**config.mk**
```make
export PLATFORM = sky130hd
export DESIGN_NAME = seq_datapath
export DESIGN_NICKNAME = d
export VERILOG_FILES = /design/src/rtl/seq_datapath.sv
export SDC_FILE = /design/constraint.sdc
export NUM_CORES = 1
export LEC_CHECK = 0
export ABC_CLOCK_PERIOD_IN_PS = 3110
export CAP_MARGIN = 20
export CORE_UTILIZATION = 50
export CTS_CLUSTER_SIZE = 25
export DETAILED_ROUTE_END_ITERATION = 10
export GPL_TIMING_DRIVEN = 0
export PLACE_DENSITY_LB_ADDON = 0.1
export SLEW_MARGIN = 20
export SYNTH_ARGS = -nofsm -noshare
export SYNTH_HDL_FRONTEND = slang
export SYNTH_SLANG_ARGS = --single-unit
```
**constraint.sdc**
```tcl
create_clock -name clk -period 3.11 [get_ports clk]
set_input_delay 0.622 -clock clk [delete_from_list [all_inputs] [get_ports clk]]
set_output_delay 0.622 -clock clk [all_outputs]
set_load 0.02 [all_outputs]
```
**src/rtl/seq_datapath.sv**
```systemverilog
// Add/subtract datapath slaved to an upstream 4-phase sequencer (start0, start1, start2, finish).
// Operands are captured in start1, the sum/difference is formed in start2 and published at finish.
module seq_datapath #(
   parameter int WIDTH = 8
) (
   input  logic             clk,
   input  logic             rst,
   input  logic [1:0]       q,
   input  logic             mode,
   input  logic [WIDTH-1:0] a,
   input  logic [WIDTH-1:0] b,
   output logic [WIDTH-1:0] result,
   output logic             cflag,
   output logic             done,
   output logic             busy,
   output logic             seq_err,
   output logic [7:0]       op_count
);

   typedef enum logic [1:0] {
      st_start0 = 2'b00,
      st_start1 = 2'b01,
      st_start2 = 2'b10,
      st_finish = 2'b11
   } seq_state_t;

   seq_state_t       cur_q;
   seq_state_t       prev_q;
   logic             abort;
   logic             legal;
   logic             finish;
   logic [WIDTH-1:0] a_r;
   logic [WIDTH-1:0] b_r;
   logic             mode_r;
   logic [WIDTH:0]   acc;

   assign cur_q = seq_state_t'(q);

   // Legal sequencer steps; start0 may idle in place, everything else must advance.
   // A finish only publishes if this step is legal and no earlier violation is pending.
   always_comb begin
      legal = 1'b0;
      case (prev_q)
         st_start0: legal = (cur_q == st_start0) || (cur_q == st_start1);
         st_start1: legal = (cur_q == st_start2);
         st_start2: legal = (cur_q == st_finish);
         st_finish: legal = (cur_q == st_start0);
         default:   legal = 1'b0;
      endcase
      finish = (cur_q == st_finish) && legal && !abort;
   end

   // Sequence tracking: error is sticky until reset, abort lasts until the sequencer returns to start0.
   always_ff @(posedge clk) begin
      if (rst) begin
         prev_q  <= st_start0;
         seq_err <= 1'b0;
         abort   <= 1'b0;
      end else begin
         prev_q <= cur_q;
         if (!legal) seq_err <= 1'b1;
         if (cur_q == st_start0) abort <= 1'b0;
         else if (!legal)        abort <= 1'b1;
      end
   end

   // Operand capture and arithmetic; acc[WIDTH] is carry for add and borrow for subtract.
   always_ff @(posedge clk) begin
      if (rst) begin
         a_r    <= '0;
         b_r    <= '0;
         mode_r <= 1'b0;
         acc    <= '0;
      end else begin
         if (cur_q == st_start1) begin
            a_r    <= a;
            b_r    <= b;
            mode_r <= mode;
         end
         if (cur_q == st_start2)
            acc <= mode_r ? ({1'b0, a_r} + {1'b0, b_r}) : ({1'b0, a_r} - {1'b0, b_r});
      end
   end

   // Published results and status; an aborted pass leaves result, cflag and op_count untouched.
   always_ff @(posedge clk) begin
      if (rst) begin
         result   <= '0;
         cflag    <= 1'b0;
         done     <= 1'b0;
         busy     <= 1'b0;
         op_count <= 8'd0;
      end else begin
         done <= finish;
         if (finish) begin
            result   <= acc[WIDTH-1:0];
            cflag    <= acc[WIDTH];
            op_count <= op_count + 8'd1;
         end
         if (cur_q == st_start1)
            busy <= 1'b1;
         else if ((cur_q == st_finish) || (cur_q == st_start0))
            busy <= 1'b0;
      end
   end

endmodule

```
==> metrics.txt <==
number of distinct library cells after synthesis=between 40 and 50; setup TNS=0 ns; Clock Latency Late Sink=0.29 ns; RR Startpoint=b_r[0]; PD cells=between 400 and 500 nW/um2; die width=between 60 and 70 um; I/O pin cnt=between 40 and 50; Buffers on Ports=38; post-synthesis sequential element count=49; CTS tree=built; area of the mapped netlist=2300 um2; Clk network pwr share=approximately 28%; Synthesized Nets=approximately 320; outcome=finished, final reports clean; cells after synthesis=~290; HP Class=reg -> reg; Design Area, Final=about 2800 um2; WS Path Type=reg -> reg; post-CTS setup buffer count=0; CP Data Required Time=~3.3 ns; fmax=between 0.4 and 0.5 GHz; Synth async-reset ratio=0%; RSZ-0062 raised after global routing=no; sw frac=26.4%; fraction of layout cells with a size suffix above 1=around 6.0%; final clock skew=about 0.0032 ns; Logic pwr share=between 15 and 20%; number of buffers created by CTS=5; Via-to-Cell Ratio=about 5.2; Hold Path End=result[4]; vias in the first global route=between 1500 and 2000; drc violations=0; number of flops mapped to enable cells by yosys=0; # setup viols final=0; core area=approximately 4400 um2; Final Hold Viols=0; Initial Utilization=a little over half; Worst Path Max Fanout=5; critical path arrival=roughly 2.7 ns; Slew HR=65.4%; CTS Hold Buffers Added=0; worst hold slack=around 0.46 ns; Pint=0.892 mW; total grt overflow=0; largest net degree at the start of global routing=14; wire per inst=~12 um; first-pass GRT wire length=a little under 8000 um; Slew @ Worst Pin=slightly above 0.5 ns; CP Capture Type=flop; Lkg Pwr=approximately 1.1 nW; placed cell area=between 2000 and 3000 um2; Worst R2R Path Depth=9; Max Slew Vio Count=0; initial antenna violation count=0; # fillers=430; area leader, netlist=dfxtp_1; sequential share of power=55.1%; Detailed Routing Iterations Pass 1=4; Synth area leaders=dfxtp_1 43%, nand2_1 10%, a21oi_1 8.0%; Final ANT Viol Nets=0; clk buf depth=2; Net count, final=around 360; DRT iter0 DRCs=84; NetSw=about 0.32 mW; overall routing resource usage=20.0%; H-tree Lvls=2; Root Driver=clkbuf_8; CTS clk-pin slew, worst paths=around 0.08 ns; post-synth top area share=42.6%; area growth from synthesis to layout=22.5%; WL final=~4600 um; CTS sink cnt=between 40 and 50; reg2reg end=acc[7]; Period minus WS final=2.49 ns; CP startpoint kind=flop; CTS-repair resized insts=0; # rows=24; final RePlAce weighted congestion=just over 0.8; antenna cells=0; worst hold start=result[4]; Max VDD drop=0.000323 V; Syn Area/Cell=between 8 and 9 um2; Max-Cap Viols=0; Seq/Total Area, Yosys=a little over two fifths; period utilization=80.2%; hold path cells=2; DP Wirelength=3540 um; die height=~70 um; Ys Warns=0; Vias=1999; die area=about 5000 um2; ys flop type=dfxtp_1; reg-to-reg slack, setup=a little over 0.6 ns
layer usage:
layer / wire (um) / global-route usage [%] / part of all wire [%] / up-vias
met1: 2310 / 27.0 / 50 / 892
met5: 0 / 0 / 0 / -
met4: 82 / 7.56 / 1.8 / 0
met3: 130 / 4.04 / 2.8 / 8
met2: 2110 / 31.4 / 45 / 38
li1: - / - / - / 1061
cell usage in the layout, fill, tap and decap left out, types with 2 or more instances in the layout:
cell type         n
nand2_1          62
dfxtp_1          49
clkdlybuf4s50_1  38
a21oi_1          37
nor2_1           28
xor2_1           12
ha_1             10
buf_2             8
nand3_1           8
o21ai_0           7
inv_1             6
clkbuf_1          6
nor2b_1           5
clkbuf_8          5
nor3_1            4
nand2b_1          4
a211oi_1          4
nor4b_1           3
xnor2_1           3
and3_1            3
a31oi_1           2
buf_1             2
or4_1             2
nand4_1           2
stage by stage:
step | power [mW] | util, % | cells | worst slack (ns)
floorplan | 0.817 | - | 287 | 0.840
global placement | 0.879 | 62.7 | 377 | 0.639
detailed placement | 0.883 | 62.7 | 377 | 0.612
CTS | 1.22 | 64.4 | 383 | 0.592
global route | 1.27 | 64.4 | 383 | 0.384
finish | 1.21 | 64.4 | 383 | 0.616
power groups by stage:
stage          Sequential (mW)  Combinational [mW]  Clock, mW
6_report                 0.668               0.201      0.343
5_1_grt                  0.672               0.225      0.373
4_1_cts                  0.669               0.201      0.350
3_5_place_dp             0.683               0.200          0
3_3_place_gp             0.682               0.197          0
2_1_floorplan            0.682               0.135          0
worst max-delay path: stages, from the launching register on:
cell and delay (ns):
dfxtp_1 0.41, inv_1 0.06, ha_1 0.28, mux2_2 0.28, ha_1 0.31, a211oi_2 0.26, o21bai_1 0.13, o41ai_1 0.31
xor2_1 0.14, a211oi_1 0.23
final cells by class:
| cell class | instances | area, um2 | area share [%] |
|---|---|---|---|
| inverter | 6 | 22.5 | 0.798 |
| sequential | 49 | 981 | 34.7 |
| clock buffer | 5 | 68.8 | 2.44 |
| clock inverter | 1 | 5.00 | 0.177 |
| timing repair buffer | 38 | 380 | 13.5 |
| multi-input combinational | 216 | 1230 | 43.6 |
| buffer | 16 | 70.1 | 2.48 |
| tap | 52 | 65.1 | 2.30 |
synthesized netlist by cell type (2+ instances only):
cell / instances
xnor2_1: 3
inv_1: 6
nor2b_1: 5
buf_1: 2
clkbuf_1: 6
nor3_1: 4
nand4_1: 2
buf_2: 8
a21oi_1: 37
nand2b_1: 4
nor4b_1: 3
ha_1: 10
a211oi_1: 4
xor2_1: 12
nand3_1: 8
or4_1: 2
and3_1: 3
a31oi_1: 2
nand2_1: 62
nor2_1: 28
dfxtp_1: 49
o21ai_0: 7
cell families (layout without fill, tap and decap cells):
family | Yosys count | count (layout) | share of synthesized area [%]
AO/OA/AOI/OAI | 61 | 61 | 15.6
XOR/XNOR | 15 | 15 | 5.70
adder cells (fa/ha/maj) | 11 | 11 | 6.30
buffers and inverters | 22 | 66 | 4.02
flip-flops | 49 | 49 | 42.6
multiplexers | 1 | 1 | 0.489
AND/OR/NAND/NOR | 128 | 128 | 25.4
worst max path at each step:
| stage | start | endpoint | slack (ns) |
|---|---|---|---|
| 6_report | b_r[0] | acc[7] | 0.62 |
| 5_1_grt | b_r[2] | acc[8] | 0.38 |
| 4_1_cts | b_r[2] | acc[8] | 0.59 |
| 3_5_place_dp | b_r[2] | acc[8] | 0.61 |
| 3_3_place_gp | b_r[0] | acc[7] | 0.64 |
| 2_1_floorplan | b_r[0] | acc[7] | 0.84 |
sequential cells by signal, indices dropped and copies added (netlist names):
register and cells:
a_r 8, result 8, acc 9, mode_r 1, busy 1, seq_err 1
prev_q 2, b_r 8, done 1, cflag 1, op_count 8, abort 1
Note: power is estimated with default switching activity, not from simulation.
